===== config.mk =====
export PLATFORM = sky130hd
export DESIGN_NAME = uart_rx
export DESIGN_NICKNAME = d
export VERILOG_FILES = /design/src/rtl/uart_rx.sv
export SDC_FILE = /design/constraint.sdc
export NUM_CORES = 1
export LEC_CHECK = 0
export CAP_MARGIN = 20
export CELL_PAD_IN_SITES_DETAIL_PLACEMENT = 0
export CELL_PAD_IN_SITES_GLOBAL_PLACEMENT = 1
export CORE_UTILIZATION = 38
export CTS_CLUSTER_SIZE = 30
export DETAILED_ROUTE_END_ITERATION = 7
export GPL_ROUTABILITY_DRIVEN = 1
export GPL_TIMING_DRIVEN = 0
export PLACE_DENSITY = 0.77
export SLEW_MARGIN = 25
export SYNTH_ARGS = -nofsm -noshare
export SYNTH_HDL_FRONTEND = slang
export SYNTH_SLANG_ARGS = --single-unit

===== constraint.sdc =====
create_clock -name clk -period 1.6 [get_ports clk]
set_input_delay 0.24 -clock clk [delete_from_list [all_inputs] [get_ports clk]]
set_output_delay 0.24 -clock clk [all_outputs]
set_load 0.005 [all_outputs]

===== src/rtl/uart_rx.sv =====
`timescale 1ns/1ps
`default_nettype none
// ============================================================================
// Module   : uart_rx
// Function : 8N1 serial receiver with a one-byte holding register and sticky
//            framing-error / overrun flags.
// Revision : 1.0 - initial release
// ============================================================================
module uart_rx #(
   parameter int CLKS_PER_BIT = 16
) (
   input  logic       clk,
   input  logic       reset,
   input  logic       rxd,
   input  logic       rd,
   output logic [7:0] data,
   output logic       ready,
   output logic       ferr,
   output logic       overrun
);

   localparam int              c_CW      = $clog2(CLKS_PER_BIT);
   localparam logic [c_CW-1:0] c_HALF_M1 = c_CW'(CLKS_PER_BIT / 2 - 1);
   localparam logic [c_CW-1:0] c_FULL_M1 = c_CW'(CLKS_PER_BIT - 1);
   localparam logic [c_CW-1:0] c_CNT_ONE = c_CW'(1);

   typedef enum logic [2:0] {
      S_IDLE   = 3'd0,
      S_START  = 3'd1,
      S_DATA   = 3'd2,
      S_STOP   = 3'd3,
      S_WAITHI = 3'd4
   } state_t;

   state_t          r_state;
   logic [c_CW-1:0] r_cnt;
   logic [2:0]      r_idx;
   logic [7:0]      r_shift;
   logic            r_sync1;
   logic            r_sync2;
   logic [7:0]      r_data;
   logic            r_ready;
   logic            r_ferr;
   logic            r_overrun;

   logic            w_rxs;
   logic            w_stop_done;
   logic            w_load;
   logic            w_frame_err;

   assign w_rxs       = r_sync2;
   assign w_stop_done = (r_state == S_STOP) && (r_cnt == c_FULL_M1);
   assign w_load      = w_stop_done && w_rxs;
   assign w_frame_err = w_stop_done && !w_rxs;

   assign data    = r_data;
   assign ready   = r_ready;
   assign ferr    = r_ferr;
   assign overrun = r_overrun;

   always_ff @(posedge clk) begin
      if (reset) begin
         r_state   <= S_IDLE;
         r_cnt     <= '0;
         r_idx     <= '0;
         r_shift   <= '0;
         r_sync1   <= 1'b1;
         r_sync2   <= 1'b1;
         r_data    <= 8'h00;
         r_ready   <= 1'b0;
         r_ferr    <= 1'b0;
         r_overrun <= 1'b0;
      end else begin
         r_sync1 <= rxd;
         r_sync2 <= r_sync1;

         case (r_state)
            S_IDLE: begin
               if (!w_rxs) begin
                  r_state <= S_START;
                  r_cnt   <= '0;
               end
            end
            // Mid-start-bit check rejects glitches shorter than half a bit.
            S_START: begin
               if (r_cnt == c_HALF_M1) begin
                  r_cnt   <= '0;
                  r_idx   <= '0;
                  r_state <= w_rxs ? S_IDLE : S_DATA;
               end else begin
                  r_cnt <= r_cnt + c_CNT_ONE;
               end
            end
            S_DATA: begin
               if (r_cnt == c_FULL_M1) begin
                  r_cnt          <= '0;
                  r_shift[r_idx] <= w_rxs;
                  if (r_idx == 3'd7) begin
                     r_state <= S_STOP;
                  end else begin
                     r_idx <= r_idx + 3'd1;
                  end
               end else begin
                  r_cnt <= r_cnt + c_CNT_ONE;
               end
            end
            S_STOP: begin
               if (r_cnt == c_FULL_M1) begin
                  r_cnt   <= '0;
                  r_state <= w_rxs ? S_IDLE : S_WAITHI;
               end else begin
                  r_cnt <= r_cnt + c_CNT_ONE;
               end
            end
            S_WAITHI: begin
               if (w_rxs) begin
                  r_state <= S_IDLE;
               end
            end
            default: r_state <= S_IDLE;
         endcase

         // A consumer read on the load cycle frees the register for the new byte.
         if (w_load) begin
            if (r_ready && !rd) begin
               r_overrun <= 1'b1;
            end else begin
               r_data  <= r_shift;
               r_ready <= 1'b1;
               if (rd) begin
                  r_ferr    <= 1'b0;
                  r_overrun <= 1'b0;
               end
            end
         end else if (w_frame_err) begin
            r_ferr <= 1'b1;
            if (rd) begin
               r_ready   <= 1'b0;
               r_overrun <= 1'b0;
            end
         end else if (rd) begin
            r_ready   <= 1'b0;
            r_ferr    <= 1'b0;
            r_overrun <= 1'b0;
         end
      end
   end

endmodule
`default_nettype wire


==> flow_summary_export.csv, run 1 <==
group,metric,value,unit
clock_tree,clock_latency,0.28,ns
clock_tree,htreeDepth,2,
final_layout,final_cell_mix,"nor2_1 (27), dfxtp_1 (26), mux2i_1 (17)",
outcome,status,"complete, no violations",
die,num_io_pins,15,
timing,slew_viol_final,0,
worst_setup_path,path_buf_inv,0,
die,num_rows,21,
final_layout,nets,188,
final_layout,layout_commonest_cell,"nor2_1",
final_layout,final_area,1840,sq um
die,die_y,63.2,microns
synth,synth_top_area_cell,"dfxtp_1",
worst_setup_path,worst_path_dominant_cell_family,"simple AND/OR/NAND/NOR gates",
worst_setup_path,crit_type,"reg2reg",
worst_setup_path,cp.required,1.80,ns
clock_tree,root_buffer,"clkbuf_8",
clock_tree,clkTransAtPathRegs,0.07,ns
detailed_routing,drt-pass1-iter-count,4,
clock_tree,clk_path_buf_depth,2,
synth,yosysSeqAreaShare,43.5,%
timing,skew,0.00339,ns
worst_setup_path,start_kind,"flip-flop",
timing,hold_viol_final,0,
worst_hold_path,hold_path_class,"reg2reg",
synth,syn-num-nets,160,
global_routing,grt.overflow.total,0,
detailed_routing,antenna_left,0,
global_routing,antenna_found_initial,0,
worst_setup_path,r2r_cells,6,
worst_setup_path,end_kind,"flip-flop",
worst_setup_path,cpMostUsedCell,"ha_4",
worst_setup_path,critical_path_depth,6,
die,initial_utilization,41.1,%
timing,max_slew_margin,66.3,%
power_and_ir_drop,p_per_area,815,nW/um^2
place,gp_congestion,0.707,
clock_tree,clock_sink_count,31,
global_routing,grt_pass1_wl,4.95,mm
power_and_ir_drop,total_power,0.00150,W
timing,max_freq,0.636,GHz
synth,synth_seq_cells,31,
synth,ys_top_cells_by_area,"dfxtp_1 (44%), mux2i_1 (12%), nor2_1 (7.1%)",
final_layout,drive_gt1_share,20.9,%
detailed_routing,drc,0,
timing,setup_violations,0,
timing,rsz0062_at_grt,"true",
worst_setup_path,crit_chain,"ha_4 -> ha_4 -> and4bb_1 -> o2111ai_4 -> or2_1 -> a21oi_1",
clock_tree,cts_inserted_buffers,5,
power_and_ir_drop,ir_drop,0.637,mV
job,maxCapViolations,0,
synth,ys_types,39,
place,dp.final_hpwl,2.05,mm
worst_setup_path,reg2reg_to,"r_idx[1]$_SDFFE_PP0P_",
die,die_x,63.2,microns
synth,avgSynthCellArea,9.31,sq um
detailed_routing,drt_iter0_markers,34,
final_layout,area_delta_synth_final,29.3,%
worst_setup_path,arrival,1.77,ns
timing,min_period,1.57,ns
synth,syn-instance-count,153,
worst_setup_path,regToRegSetupSlack,0.03,ns
timing,worst_pin_slew,0.506,ns
clock_tree,tritoncts,"built",
global_routing,grt_pass1_vias,1133,
worst_hold_path,whs_path_depth,1,
global_routing,grt_usage,16.0,%
power_and_ir_drop,leakagePower,0.753,nW
worst_setup_path,critPathCapture,"r_idx[1]$_SDFFE_PP0P_",
worst_setup_path,cp_slowest_cell,"dfxtp_4",
global_routing,grt_start_max_net_pins,11,
final_layout,n_fill_cell,343,
worst_setup_path,slowest_delay,0.35,ns
final_layout,diodes,0,
final_layout,final_cells,228,
worst_setup_path,worstPathMaxFanout,6,
place,placedCellCount,213,
die,core,3470,sq um
detailed_routing,wl,2.95,mm
synth,ys_warn_count,0,
place,place_area,1620,sq um
timing,final.period_utilization,98.3,%
synth,yosysTopAreaCellShare,43.5,%
detailed_routing,route.detailed.wl_per_inst,12.9,microns
detailed_routing,vias_per_cell,5.11,
timing,finalSetupTns,0,ns
place,io_buffers,14,
worst_setup_path,timing.rr.start,"r_idx[0]$_SDFFE_PP0P_",
synth,netlist_area,1430,sq um
detailed_routing,vias,1166,
die,die-area,4000,sq um
worst_setup_path,crit_start,"r_idx[0]$_SDFFE_PP0P_",
worst min path at each step:
stage / from / endpoint / slack, ns
2_1_floorplan: rd / overrun$_SDFF_PP0_ / 0.32
3_3_place_gp: r_sync1$_SDFF_PP1_ / r_sync2$_SDFF_PP1_ / 0.39
3_5_place_dp: r_sync1$_SDFF_PP1_ / r_sync2$_SDFF_PP1_ / 0.40
4_1_cts: r_sync1$_SDFF_PP1_ / r_sync2$_SDFF_PP1_ / 0.42
5_1_grt: r_sync1$_SDFF_PP1_ / r_sync2$_SDFF_PP1_ / 0.45
6_report: r_sync1$_SDFF_PP1_ / r_sync2$_SDFF_PP1_ / 0.42
power by group:
group	internal, W	total (W)	switching, W
clock network	0.000391	0.000678	0.000287
registers	0.000772	0.000775	0.00000218
logic	0.0000194	0.0000499	0.0000305
stage by stage:
step                worst slack (ns)  util, %  hold WS (ns)
floorplan                     0.0676        -         0.319
global placement             -0.0380     46.8         0.394
detailed placement            -0.111     46.8         0.398
CTS                          0.00955     51.6         0.419
global route                 -0.0235     53.1         0.451
finish                        0.0270     53.1         0.418
cell usage after synthesis:
| library cell | n |
|---|---|
| buf_6 | 3 |
| a41oi_1 | 1 |
| nand2b_1 | 2 |
| o21ai_1 | 1 |
| ha_1 | 3 |
| dfxtp_1 | 31 |
| o2111ai_2 | 1 |
| nor2b_1 | 2 |
| or2_2 | 2 |
| a21o_1 | 1 |
| buf_4 | 2 |
| o21ai_0 | 1 |
| a311oi_2 | 1 |
| buf_1 | 1 |
| nand4_4 | 1 |
| nand4_1 | 4 |
| and2_1 | 3 |
| clkbuf_1 | 4 |
| or2_1 | 2 |
| nand2_1 | 8 |
| nand3_1 | 9 |
| nor3_1 | 2 |
| inv_1 | 3 |
| nor3b_2 | 1 |
| xnor2_1 | 1 |
| a2bb2oi_1 | 1 |
| nand4bb_1 | 1 |
| nor2_1 | 27 |
| a22oi_1 | 1 |
| or3b_1 | 1 |
| a211oi_1 | 1 |
| and4bb_1 | 1 |
| mux2i_1 | 17 |
| and4b_2 | 1 |
| a21oi_1 | 8 |
| nor3b_1 | 1 |
| buf_2 | 1 |
| o221a_2 | 1 |
| nand3b_1 | 1 |
what timing repair did:
| action | CTS | global route |
|---|---|---|
| gates resized for setup | 11 | 4 |
| setup buffers | 2 | 5 |
| setup endpoints to repair | 15 | 11 |
| hold buffers | 0 | 0 |
| pin swaps | 4 | 5 |
| hold endpoints to repair | 0 | 0 |
registers in the layout, summed over array words and instances (netlist names), 3 cells and up:
register and count:
r_cnt 4, r_state 3, data 8, r_shift 8, r_idx 3
cell type report:
class                           count  area (sq um)  share of cell area, %
Timing Repair Buffer               21           193                   10.5
Buffer                             11          72.6                   3.94
Clock inverter                      1          7.51                  0.407
Clock buffer                        7          96.3                   5.23
Inverter                            3          11.3                  0.611
Tap cell                           46          57.6                   3.12
Multi-Input combinational cell    108           773                   42.0
Sequential cell                    31           632                   34.3
metal layers:
layer	wire (microns)	up-vias	global-route usage (%)
li1	-	585	-
met1	1420	553	18.9
met2	1390	22	26.7
met3	89	6	3.99
met4	46	0	7.95
met5	0	-	0
cells by family (layout without fill, tap and decap cells):
| group | count (synthesis) | count (layout) | share of synthesized area [%] |
|---|---|---|---|
| mux | 17 | 17 | 11.9 |
| compound gates | 18 | 18 | 9.22 |
| simple gates | 69 | 69 | 26.2 |
| xor+xnor | 1 | 1 | 0.615 |
| fa+ha+maj | 3 | 3 | 2.63 |
| flops | 31 | 31 | 43.5 |
| buf+inv | 14 | 43 | 5.88 |
Note: power is estimated with default switching activity, not from simulation.
==> run 2: changes to the inputs <==
--- a/config.mk
+++ b/config.mk
@@ -8,6 +8,7 @@
 export CAP_MARGIN = 20
 export CELL_PAD_IN_SITES_DETAIL_PLACEMENT = 0
 export CELL_PAD_IN_SITES_GLOBAL_PLACEMENT = 1
+export CORE_ASPECT_RATIO = 1.4
 export CORE_UTILIZATION = 38
 export CTS_CLUSTER_SIZE = 30
 export DETAILED_ROUTE_END_ITERATION = 7
==> flow_summary_export.csv, run 2 (synthesis gave the netlist of run 1 again) <==
group,metric,value,unit
timing,worst_pin_slew,0.469,ns
die,die_y,74.5,microns
timing,slew_viol_final,0,
power_and_ir_drop,p_per_area,759,nW/um^2
global_routing,grt_most_used_layer,"met2",
clock_tree,root_buffer,"clkbuf_8",
global_routing,grt_use_met2,29.9,%
global_routing,grt_pass1_wl,4.99,mm
global_routing,gr-usage-met3,4.70,%
power_and_ir_drop,total_power,0.00137,W
detailed_routing,wl,3.04,mm
global_routing,grt_pass1_vias,1155,
die,num_rows,26,
timing,hold_viol_final,0,
clock_tree,tritoncts,"built",
worst_hold_path,hold_path_class,"reg2reg",
clock_tree,htreeDepth,2,
job,maxCapViolations,0,
global_routing,grt_start_max_net_pins,11,
place,gp_congestion,0.795,
power_and_ir_drop,ir_drop,0.512,mV
clock_tree,hold_buffers,0,
final_layout,area_delta_synth_final,26.2,%
clock_tree,clock_latency,0.28,ns
clock_tree,clkTransAtPathRegs,0.06,ns
detailed_routing,drt_iter0_markers,27,
timing,skew,0.00592,ns
worst_setup_path,arrival,1.79,ns
worst_setup_path,end_kind,"flip-flop",
global_routing,antenna_found_initial,0,
detailed_routing,vias_per_cell,5.22,
timing,setup_violations,0,
timing,min_period,1.58,ns
final_layout,drive_gt1_share,19.6,%
final_layout,diodes,0,
timing,rsz0062_at_grt,"true",
detailed_routing,antenna_left,0,
die,initial_utilization,39.5,%
outcome,status,"complete, no violations",
timing,final.period_utilization,99.0,%
place,pre_cts_ws,-0.0749,ns
worst_setup_path,start_kind,"flip-flop",
die,die_x,53.8,microns
die,core,3610,sq um
detailed_routing,drt-pass1-iter-count,4,
timing,max_slew_margin,68.8,%
timing,worst_slack,0.0166,ns
worst_setup_path,crit_type,"reg2reg",
clock_tree,cts_inserted_buffers,5,
global_routing,grt_usage,17.6,%
die,num_io_pins,15,
global_routing,use_met1,18.8,%
global_routing,grt.overflow.total,0,
timing,holdWs,0.413,ns
final_layout,layout_commonest_cell,"nor2_1",
worst_setup_path,cp.required,1.81,ns
place,io_buffers,14,
clock_tree,clock_sink_count,31,
final_layout,nets,187,
power_and_ir_drop,leakagePower,0.733,nW
detailed_routing,route.detailed.wl_per_inst,13.7,microns
place,dp.final_hpwl,2.04,mm
die,die-area,4000,sq um
final_layout,final_cell_mix,"nor2_1 (27), dfxtp_1 (26), mux2i_1 (17)",
timing,max_freq,0.632,GHz
worst_setup_path,worstPathMaxFanout,5,
detailed_routing,vias,1153,
detailed_routing,drc,0,
clock_tree,clk_path_buf_depth,2,
==> run 2: cell count changes in the layout (fill, tap and decap cells not counted), sizes merged <==
cell | previous run | this run
buf | 14 | 13
clkinvlp | 1 | 0
clkbuf | 11 | 10
==> run 2: path summary, 6_finish.rpt <==
kind / startpoint / end / slack (ns) / depth (start not counted)
worst max-delay path: r_idx[1]$_SDFFE_PP0P_ / r_idx[2]$_SDFFE_PP0P_ / 0.02 / 6
worst max register to register: r_idx[1]$_SDFFE_PP0P_ / r_idx[2]$_SDFFE_PP0P_ / 0.02 / 6
worst min-delay path: r_sync1$_SDFF_PP1_ / r_sync2$_SDFF_PP1_ / 0.41 / 1
worst min register to register: r_sync1$_SDFF_PP1_ / r_sync2$_SDFF_PP1_ / 0.41 / 1
==> run 2: layout make-up <==
cell class / instances / area, sq um
inverter: 3 / 11.3
clock buffer: 6 / 72.6
buffer: 11 / 72.6
sequential: 31 / 629
timing repair buffer: 20 / 185
tap: 42 / 52.6
fill: 354 / 1810
multi-input combinational: 108 / 774
==> run 2: where the power goes <==
part	internal (W)	total [W]	switching, W
Sequential	0.000775	0.000777	0.00000225
Combinational	0.0000195	0.0000497	0.0000302
Clock	0.000289	0.000538	0.000250
==> run 2: stage by stage <==
| step | instance area, sq um | utilization (%) | setup TNS [ns] | cells |
|---|---|---|---|---|
| after floorplan | 1430 | - | 0 | 153 |
| after global placement | 1620 | 44.8 | -0.271 | 209 |
| after detailed placement | 1620 | 44.8 | -0.673 | 209 |
| after CTS | 1750 | 48.3 | 0 | 218 |
| after global routing | 1800 | 49.8 | -0.0860 | 221 |
| final | 1800 | 49.8 | 0 | 221 |
==> run 2: critical path: stages, from the launching register on <==
cell	delay (ns)
dfxtp_4	0.35
ha_4	0.16
ha_4	0.15
and4bb_1	0.32
o2111ai_4	0.14
or2_1	0.27
a21oi_2	0.13
==> run 2: what timing repair did <==
item | 4_1_cts | 5_1_grt
endpoints found under the setup margin | 15 | 16
pin swaps | 5 | 8
buffers inserted | 3 | 3
resized for setup | 8 | 7
==> run 2: routing by layer <==
layer,up-vias,share of wire [%]
li1,582,-
met1,545,41
met2,18,53
met3,8,3.0
met4,0,2.7
met5,-,0
==> run 3: changes to the inputs <==
--- a/config.mk
+++ b/config.mk
@@ -5,11 +5,13 @@
 export SDC_FILE = /design/constraint.sdc
 export NUM_CORES = 1
 export LEC_CHECK = 0
+export ABC_AREA = 1
 export CAP_MARGIN = 20
 export CELL_PAD_IN_SITES_DETAIL_PLACEMENT = 0
 export CELL_PAD_IN_SITES_GLOBAL_PLACEMENT = 1
 export CORE_ASPECT_RATIO = 1.4
-export CORE_UTILIZATION = 38
+export CORE_UTILIZATION = 36
+export CTS_CLUSTER_DIAMETER = 150
 export CTS_CLUSTER_SIZE = 30
 export DETAILED_ROUTE_END_ITERATION = 7
 export GPL_ROUTABILITY_DRIVEN = 1
==> flow_summary_export.csv, run 3 <==
group,metric,value,unit
outcome,status,"complete, no violations",
clock_tree,clkTransAtPathRegs,0.07,ns
worst_hold_path,hold_path_class,"reg2reg",
worst_setup_path,timing.rr.start,"r_idx[0]$_SDFFE_PP0P_",
synth,ys_top_cells_by_area,"dfxtp_1 (44%), nand2_1 (11%), nor2_1 (11%)",
final_layout,drive_gt1_share,13.4,%
die,num_io_pins,15,
worst_setup_path,end_kind,"flip-flop",
clock_tree,clock_sink_count,31,
final_layout,final_area,1740,sq um
synth,yosysTopAreaCellShare,44.3,%
final_layout,final_cell_mix,"nand2_1 (40), nor2_1 (40), dfxtp_1 (31)",
global_routing,antenna_found_initial,0,
detailed_routing,antenna_left,0,
power_and_ir_drop,p_per_area,1320,nW/um^2
clock_tree,cts_inserted_buffers,5,
detailed_routing,wl,3.04,mm
die,die-area,4150,sq um
clock_tree,cts-resized-gates,0,
timing,max_freq,0.672,GHz
synth,ys_warn_count,0,
worst_hold_path,min-delay-start,"r_sync1$_SDFF_PP1_",
detailed_routing,drt_iter0_markers,66,
place,gp_congestion,0.845,
detailed_routing,route.detailed.wl_per_inst,11.7,microns
die,num_rows,26,
die,die_y,75.8,microns
detailed_routing,drt-pass1-iter-count,4,
worst_setup_path,worstPathMaxFanout,5,
synth,avgSynthCellArea,7.19,sq um
synth,yosysSeqAreaShare,44.3,%
worst_setup_path,reg2reg_to,"r_idx[2]$_SDFFE_PP0P_",
final_layout,seq_area,621,sq um
synth,ys_types,25,
final_layout,final_cells,259,
place,placedCellCount,251,
clock_tree,htreeDepth,2,
synth,synth_top_area_cell,"dfxtp_1",
clock_tree,root_buffer,"clkbuf_8",
global_routing,grt_usage,17.2,%
worst_setup_path,cp.required,1.75,ns
worst_setup_path,r2r_cells,6,
detailed_routing,vias_per_cell,4.96,
die,initial_utilization,38.1,%
detailed_routing,vias,1284,
worst_setup_path,start_kind,"flip-flop",
timing,min_period,1.49,ns
worst_setup_path,regToRegSetupSlack,0.11,ns
global_routing,grt.overflow.total,0,
synth,ys_async_sr_fraction,0,%
die,die_x,54.7,microns
worst_hold_path,whs_endpoint,"r_sync2$_SDFF_PP1_",
clock_tree,clk_path_buf_depth,2,
power_and_ir_drop,ir_drop,0.868,mV
power_and_ir_drop,leakagePower,0.648,nW
final_layout,area_delta_synth_final,24.1,%
timing,worst_pin_slew,0.506,ns
clock_tree,clock_latency,0.29,ns
synth,syn-instance-count,195,
job,maxCapViolations,0,
timing,rsz0062_at_grt,"false",
synth,netlist_area,1400,sq um
die,core,3680,sq um
final_layout,nets,223,
clock_tree,post_cts_buffers,0,
timing,max_slew_margin,66.3,%
worst_setup_path,arrival,1.64,ns
global_routing,grt_pass1_wl,4.89,mm
place,dp.final_hpwl,2.32,mm
timing,final.period_utilization,93.0,%
synth,synth_edf_count,0,
global_routing,grt_pass1_vias,1155,
timing,slew_viol_final,0,
clock_tree,tritoncts,"built",
global_routing,grt_start_max_net_pins,11,
synth,syn-num-nets,202,
worst_setup_path,crit_type,"reg2reg",
place,io_buffers,14,
power_and_ir_drop,total_power,0.00230,W
timing,skew,0.00565,ns
synth,synth_ff_type,"dfxtp_1",
synth,synth_common_cells,"nand2_1 (40), nor2_1 (40), dfxtp_1 (31)",
worst_hold_path,whs_path_depth,1,
clock_tree,hold_buffers,0,
final_layout,diodes,0,
detailed_routing,drc,0,
place,place_area,1590,sq um
final_layout,multi_input_area,734,sq um
synth,synth_seq_cells,31,
timing,setup_violations,0,
final_layout,n_fill_cell,392,
timing,hold_viol_final,0,
==> run 3: cell families (layout without fill, tap and decap cells) <==
| logic type | Yosys count | in the layout | synth area share, % |
|---|---|---|---|
| compound gates | 33 | 33 | 12.1 |
| simple gates | 110 | 110 | 35.6 |
| buf+inv | 18 | 40 | 5.27 |
| fa+ha+maj | 3 | 3 | 2.68 |
| flops | 31 | 31 | 44.3 |
==> run 3: critical path, stage by stage (launching register included) <==
cell and delay, ns:
dfxtp_1 0.36, ha_1 0.23, ha_1 0.20, o22ai_1 0.28, nand2_1 0.14, nand2_1 0.08
a21oi_1 0.06
==> run 3: layer usage <==
layer	wire [microns]	track usage, %	part of all wire (%)	up-vias
li1	-	-	-	672
met1	1280	17.1	42	583
met2	1580	29.6	52	20
met3	101	6.39	3.3	9
met4	72	9.69	2.4	0
met5	0	0	0	-
==> run 3: area by class of cell <==
type	count	share of cell area, %
clock buffers	6	4.75
flip-flops and latches	31	35.7
well taps	42	3.02
plain buffers	3	0.719
inverters	15	3.53
multi-input cells	146	42.2
repair buffers	14	8.06
clock inverters	2	2.01
==> run 3: per-stage QoR <==
stage	TNS, ns	hold WS (ns)	setup WS, ns	utilization, %
finish	0	0.412	0.112	47.3
CTS	0	0.413	0.0422	46.6
detailed placement	-0.790	0.393	-0.136	43.4
global route	0	0.435	0.0224	47.3
global placement	-0.594	0.395	-0.116	43.4
floorplan	0	0.319	0.255	-
==> run 3: worst max-delay path by stage <==
stage | from | end | slack (ns)
floorplan | r_cnt[0]$_SDFFE_PP0P_ | data[6]$_SDFFE_PP0P_ | 0.25
global placement | reset | data[1]$_SDFFE_PP0P_ | -0.12
finish | r_idx[0]$_SDFFE_PP0P_ | r_idx[2]$_SDFFE_PP0P_ | 0.11
CTS | r_cnt[1]$_SDFFE_PP0P_ | r_shift[7]$_SDFFE_PP0P_ | 0.04
detailed placement | reset | data[1]$_SDFFE_PP0P_ | -0.14
global route | reset | data[0]$_SDFFE_PP0P_ | 0.02
==> run 3: where the power goes <==
part / internal (W) / switching, W / total (W)
Combinational: 0.000215 / 0.000402 / 0.000617
Sequential: 0.000824 / 0.0000565 / 0.000880
Clock: 0.000503 / 0.000297 / 0.000800
Total: 0.00154 / 0.000755 / 0.00230
==> edit 1: new RTL, settings of run 3 <==
The parameter `CLKS_PER_BIT` goes from 16 to 32.
--- a/src/rtl/uart_rx.sv
+++ b/src/rtl/uart_rx.sv
@@ -7,7 +7,7 @@
 // Revision : 1.0 - initial release
 // ============================================================================
 module uart_rx #(
-   parameter int CLKS_PER_BIT = 16
+   parameter int CLKS_PER_BIT = 32
 ) (
    input  logic       clk,
    input  logic       reset,
Behaviour: no difference found for any inputs over 10 cycles, from zero or initial values and one cycle with reset high; that may be too few to reach the edited logic, so the function may still have changed.
==> edit 1 against run 3 <==
  * Critical path depth rose by 4
  * Setup slack worse by 180 ps
  * Sequential cell count increased by 1
  * Critical endpoint is now data[4]
  * Total power rose by 23%
  * Via count rose by 11%
  * Synthesized area grew 10%
  * Largest power group unchanged
  * Sequential share of layout area shrank 6.2 points
  * Largest cell class unchanged
  * The flow now finishes with violations (DRC, setup timing)
  * Final area grew 26%
  * Routed wire length rose by 17%
  * Non-clock buffer count rose by 12
==> edit 1: results (changes against run 3) <==
crit_arrival_ps: 1810  # was 1640 ps
layout.cells.non_filler: 298  # was 259
synth_cell_types: 21  # was 25
leakagePower_nw: 0.8476  # was 0.6478 nW
dp.cells: 279  # was 251
cts.path.max_buffers: 2  # unchanged
grt_max_degree: 11  # unchanged
critPathTopFamily: "simple AND/OR/NAND/NOR gates"  # was adder cells
cp_max_fo: 5  # unchanged
clk_pin_slew_ps: 70  # about the same
cts_inserted_buffers: 5  # unchanged
min-delay-start: "r_sync1"  # unchanged
ys_async_sr_fraction_pct: 0  # unchanged
ys_warn_count: 0  # unchanged
clock_latency_ps: 280
setup_slack_ps: -68.49  # was 112.0 ps
synth_ff_type: "dfxtp_1"  # unchanged
r2r-start: "r_cnt[0]"  # was r_idx[0]
antenna_cells: 0  # unchanged
hpwl_um: 2373  # was 2323 um
max_stage_delay_ps: 380  # was 360 ps
skew_ps: 3.837  # was 5.646 ps
worstHoldPathType: "reg -> reg"  # unchanged
wl_per_cell_um: 11.93  # was 11.73 um
nNetsFinal: 265  # was 223
vias: 1428  # was 1284
synthCells: 222  # was 195
drc: 4  # was 0
status: "finished, violations left"  # was complete, no violations
dpl_worst_slack_ps: -220.8  # was -135.9 ps
hold_depth: 1  # unchanged
synth_area_leaders: "dfxtp_1, nand2_1, nor2_1"  # unchanged
ir_drop_mv: 0.9108  # was 0.8678 mV
setup_violations: 11  # was 0
yosys-top-cells-count: "nand2_1, nor2_1, dfxtp_1, a21oi_1, inv_1"  # was nand2_1, nor2_1, dfxtp_1, a21oi_1, o21ai_0
synth_nets: 233  # was 202
reg2reg_depth: 10  # was 6
hold_end: "r_sync2"  # unchanged
ys_seq_area_share_pct: 41.39  # was 44.29%
slew_headroom_pct: 56.18  # was 66.29%
grt_pass1_wl_um: 5513  # was 4892 um
whs_ps: 410.5  # was 411.6 ps
cts_max_level: 2  # unchanged
critical_path.reg2reg.endpoint: "data[4]"  # was r_idx[2]
dr.first_iter.drc_count: 32  # was 66
numPortBuffers: 14  # unchanged
gp_congestion: 0.7989  # was 0.8448
grt_usage_pct: 15.81  # was 17.15%
violations: "DRC, setup timing"
grt_pass1_vias: 1285  # was 1155
placed_area_mm2: 0.001744  # was 0.001594 mm^2
yosys.cell_count.top_type: "nand2_1"
cts-root-buf: "clkbuf_8"  # unchanged
firstDrtPassIters: 6  # was 4
crit_slowest_cell: "dfxtp_4"  # was dfxtp_1
drive_gt1_share_pct: 29.80  # was 13.36%
worstSetupStartpoint: "r_cnt[0]"  # was r_idx[0]
antenna_found_initial: 0  # unchanged
edit 1: layer usage:
layer  up-vias  track usage, %  routed length (um)
li1        767               -                   -
met1       638           16.87                1530
met2        19           29.30                1902
met3         4           3.404                  70
met4         0           6.585                  52
met5         -               0                   0
edit 1: cells by family (layout without fill, tap and decap cells):
group,count (synthesis),after routing,share of synthesized area [%]
simple gates,128,129,36.86
fa+ha+maj,7,7,5.659
flops,32,32,41.39
xor+xnor,1,1,0.5660
buf+inv,27,59,6.710
compound gates,27,27,8.812
edit 1: final cells by class:
class / count / area [um^2]
buffer: 5 / 21.27
clock buffer: 7 / 96.34
clock inverter: 1 / 30.03
fill: 389 / 1829
inverter: 22 / 87.58
multi-input combinational: 164 / 1025
sequential: 32 / 645.6
tap: 43 / 53.80
timing repair buffer: 24 / 231.5
edit 1: power breakdown:
part           switching [mW]  internal, mW
clock network           0.289         0.549
registers               0.111         0.890
logic                   0.628         0.354
total                    1.03          1.79
edit 1: how the worst max path moves through the flow:
stage | endpoint | slack, ps | cells after the start
final | data[4] | -70 | 10
after floorplan | r_idx[0] | 40 | 11
after CTS | r_idx[0] | -30 | 11
after global routing | data[5] | -130 | 10
after global placement | r_shift[7] | -190 | 11
after detailed placement | r_shift[7] | -220 | 11
edit 1: per-stage QoR:
stage	utilization [%]	power (mW)	setup TNS, ps
global route	54.50	3.034	-1626
CTS	48.90	2.713	-91.85
floorplan	-	1.633	0
detailed placement	43.39	1.805	-2987
finish	54.50	2.822	-443.3
global placement	43.39	1.806	-2538
edit 1: repair_timing:
action,4_1_cts,5_1_grt
setup buffers,4,6
hold buffers,0,0
gates resized for setup,17,44
cloned,0,1
endpoints found under the setup margin,25,23
pin swaps,6,20
edit 1: worst register-to-register path: stages (launching register included):
cell     delay (ps)
dfxtp_4         380
ha_4            150
nand2_4          60
nor2_4          190
ha_4            200
nand2_4          70
nor2_8          140
buf_12          140
nand2_8          80
nand2_4          90
a21oi_2          50
==> edit 2: new RTL, flow settings as in run 3 <==
Without the edit above. Encoding of `state_t`: now Gray code (3 bits for 5 states).
--- a/src/rtl/uart_rx.sv
+++ b/src/rtl/uart_rx.sv
@@ -25,11 +25,11 @@
    localparam logic [c_CW-1:0] c_CNT_ONE = c_CW'(1);
 
    typedef enum logic [2:0] {
-      S_IDLE   = 3'd0,
-      S_START  = 3'd1,
-      S_DATA   = 3'd2,
-      S_STOP   = 3'd3,
-      S_WAITHI = 3'd4
+      S_IDLE   = 3'b000,
+      S_START  = 3'b001,
+      S_DATA   = 3'b011,
+      S_STOP   = 3'b010,
+      S_WAITHI = 3'b110
    } state_t;
 
    state_t          r_state;
Check against the original RTL: no difference found for any inputs over 10 cycles, from zero or initial values and one cycle with reset high; not proved beyond that.
==> edit 2 against run 3 <==
  * Setup slack worse by 32 ps
  * Routed wire length is 13% higher
  * Count of clock-buffer cells in the layout rose by 1
  * Highest routed layer unchanged
  * Sequential cell count is the same
  * Synthesized area grew 2.6%
  * Total power grew 2.1%
  * Final area up 3.3%
  * Clock power decreased by 13%
==> edit 2: results (changes against run 3) <==
numPortBuffers: 14  # unchanged
leakagePower_nw: 0.7010  # was 0.6478 nW
status: "complete, no violations"  # unchanged
grt_max_degree: 11  # unchanged
cp_max_fo: 6  # was 5
tightest_slew_ps: 496.2  # was 505.7 ps
ys_async_sr_fraction_pct: 0  # unchanged
synth_fa_ha_area_share_pct: 2.611  # was 2.679%
ys_warn_count: 0  # unchanged
vias: 1369  # was 1284
hpwl_um: 2588  # was 2323 um
cts.path.max_buffers: 2  # unchanged
clock_latency_ps: 290  # about the same
synth_ff_type: "dfxtp_1"  # unchanged
drive_gt1_share_pct: 15.04  # was 13.36%
skew_ps: 4.709  # was 5.646 ps
clk_pin_slew_ps: 70  # about the same
synth_compound_gate_area_share_pct: 13.84  # was 12.14%
cts-root-buf: "clkbuf_8"  # unchanged
grt_pass1_wl_um: 5809  # was 4892 um
synth_cell_types: 23  # was 25
crit_arrival_ps: 1740  # was 1640 ps
synth_area_leaders: "dfxtp_1, nand2_1, a21oi_1"  # was dfxtp_1, nand2_1, nor2_1
max_stage_delay_ps: 370
cts_inserted_buffers: 5  # unchanged
firstDrtPassIters: 4  # unchanged
routed_wl_um: 3420  # was 3037 um
antenna_found_initial: 0  # unchanged
ir_drop_mv: 1.104  # was 0.8678 mV
synthMuxAreaShare_pct: 0  # unchanged
yosys-top-cells-count: "nand2_1, dfxtp_1, a21oi_1, nand3_1, nor2_1"  # was nand2_1, nor2_1, dfxtp_1, a21oi_1, o21ai_0
nNetsFinal: 232  # was 223
ys_seq_area_share_pct: 43.17  # was 44.29%
nFillCells: 394  # was 392
worstHoldPathType: "reg -> reg"  # unchanged
synth_nets: 207  # was 202
antenna_cells: 0  # unchanged
crit_slowest_cell: "dfxtp_2"  # was dfxtp_1
grt_pass1_vias: 1335  # was 1155
synthXorXnorAreaFrac_pct: 0.6092  # was 0%
grt_usage_pct: 17.53  # was 17.15%
critPathTopFamily: "simple AND/OR/NAND/NOR gates"  # was adder cells
gp_congestion: 0.8348  # was 0.8448
dr.first_iter.drc_count: 37  # was 66
yosys.cell_count.top_type: "nand2_1"
cts_max_level: 2  # unchanged
[edit 2: cell count changes in the layout (fill, tap and decap cells not counted), moves of 2 or more]
cell | before | now
a21oi_1 | 17 | 27
buf_4 | 0 | 3
dfxtp_1 | 31 | 26
dfxtp_2 | 0 | 5
inv_1 | 11 | 16
nand2_1 | 40 | 42
nand2_2 | 1 | 4
nand3_1 | 10 | 24
nor2_1 | 40 | 19
nor2_2 | 3 | 1
nor3_2 | 4 | 0
o21ai_0 | 13 | 10
[edit 2: cell families after synthesis]
| group | Yosys count |
|---|---|
| compound gates | 39 |
| xor+xnor | 1 |
| fa+ha+maj | 3 |
| buf+inv | 23 |
| flops | 31 |
| simple gates | 103 |
[edit 2: through the flow]
stage | std cells | worst slack (ps) | hold slack, ps | cell area, um^2
after floorplan | 200 | 224.8 | 343.8 | 1438
after detailed placement | 256 | -39.38 | 398.8 | 1630
after global placement | 256 | -15.33 | 393.3 | 1630
final | 268 | 79.63 | 410.1 | 1797
after global routing | 268 | -23.40 | 426.9 | 1797
after CTS | 264 | 7.742 | 415.1 | 1734
[edit 2: path summary, 6_finish.rpt]
| path | from | to | slack (ps) | depth (start not counted) |
|---|---|---|---|---|
| setup / recovery | r_cnt[0] | data[7] | 80 | 8 |
| hold / removal | r_sync1 | r_sync2 | 410 | 1 |
| setup reg to reg | r_cnt[0] | data[7] | 80 | 8 |
| hold reg to reg | r_sync1 | r_sync2 | 410 | 1 |
[edit 2: layer usage]
| metal | routed length (um) | track usage [%] | vias to the layer above |
|---|---|---|---|
| met2 | 1846 | 31.93 | 16 |
| met1 | 1405 | 17.75 | 631 |
| met5 | 0 | 0 | - |
| met4 | 77 | 9.000 | 0 |
| met3 | 90 | 5.059 | 8 |
| li1 | - | - | 714 |
[edit 2: final cells by class]
class                      count  area [um^2]  area share, %
multi-input combinational    146        758.2          42.20
sequential                    31        626.9          34.89
timing repair buffer          18        167.7          9.332
clock buffer                   7        96.34          5.362
inverter                      19        71.32          3.969
tap                           42        52.55          2.925
buffer                         4        16.27         0.9053
clock inverter                 1        7.507         0.4178
[edit 2: power breakdown]
group	internal, mW	switching (mW)	total [mW]	leakage [nW]
combinational	0.239	0.453	0.693	0.397
sequential	0.853	0.108	0.961	0.253
clock	0.391	0.302	0.693	0.0505
[edit 2: repair_timing]
item | 4_1_cts | 5_1_grt
pin swaps | 0 | 1
setup endpoints to repair | 8 | 19
gates resized for setup | 1 | 11
setup buffers | 0 | 4
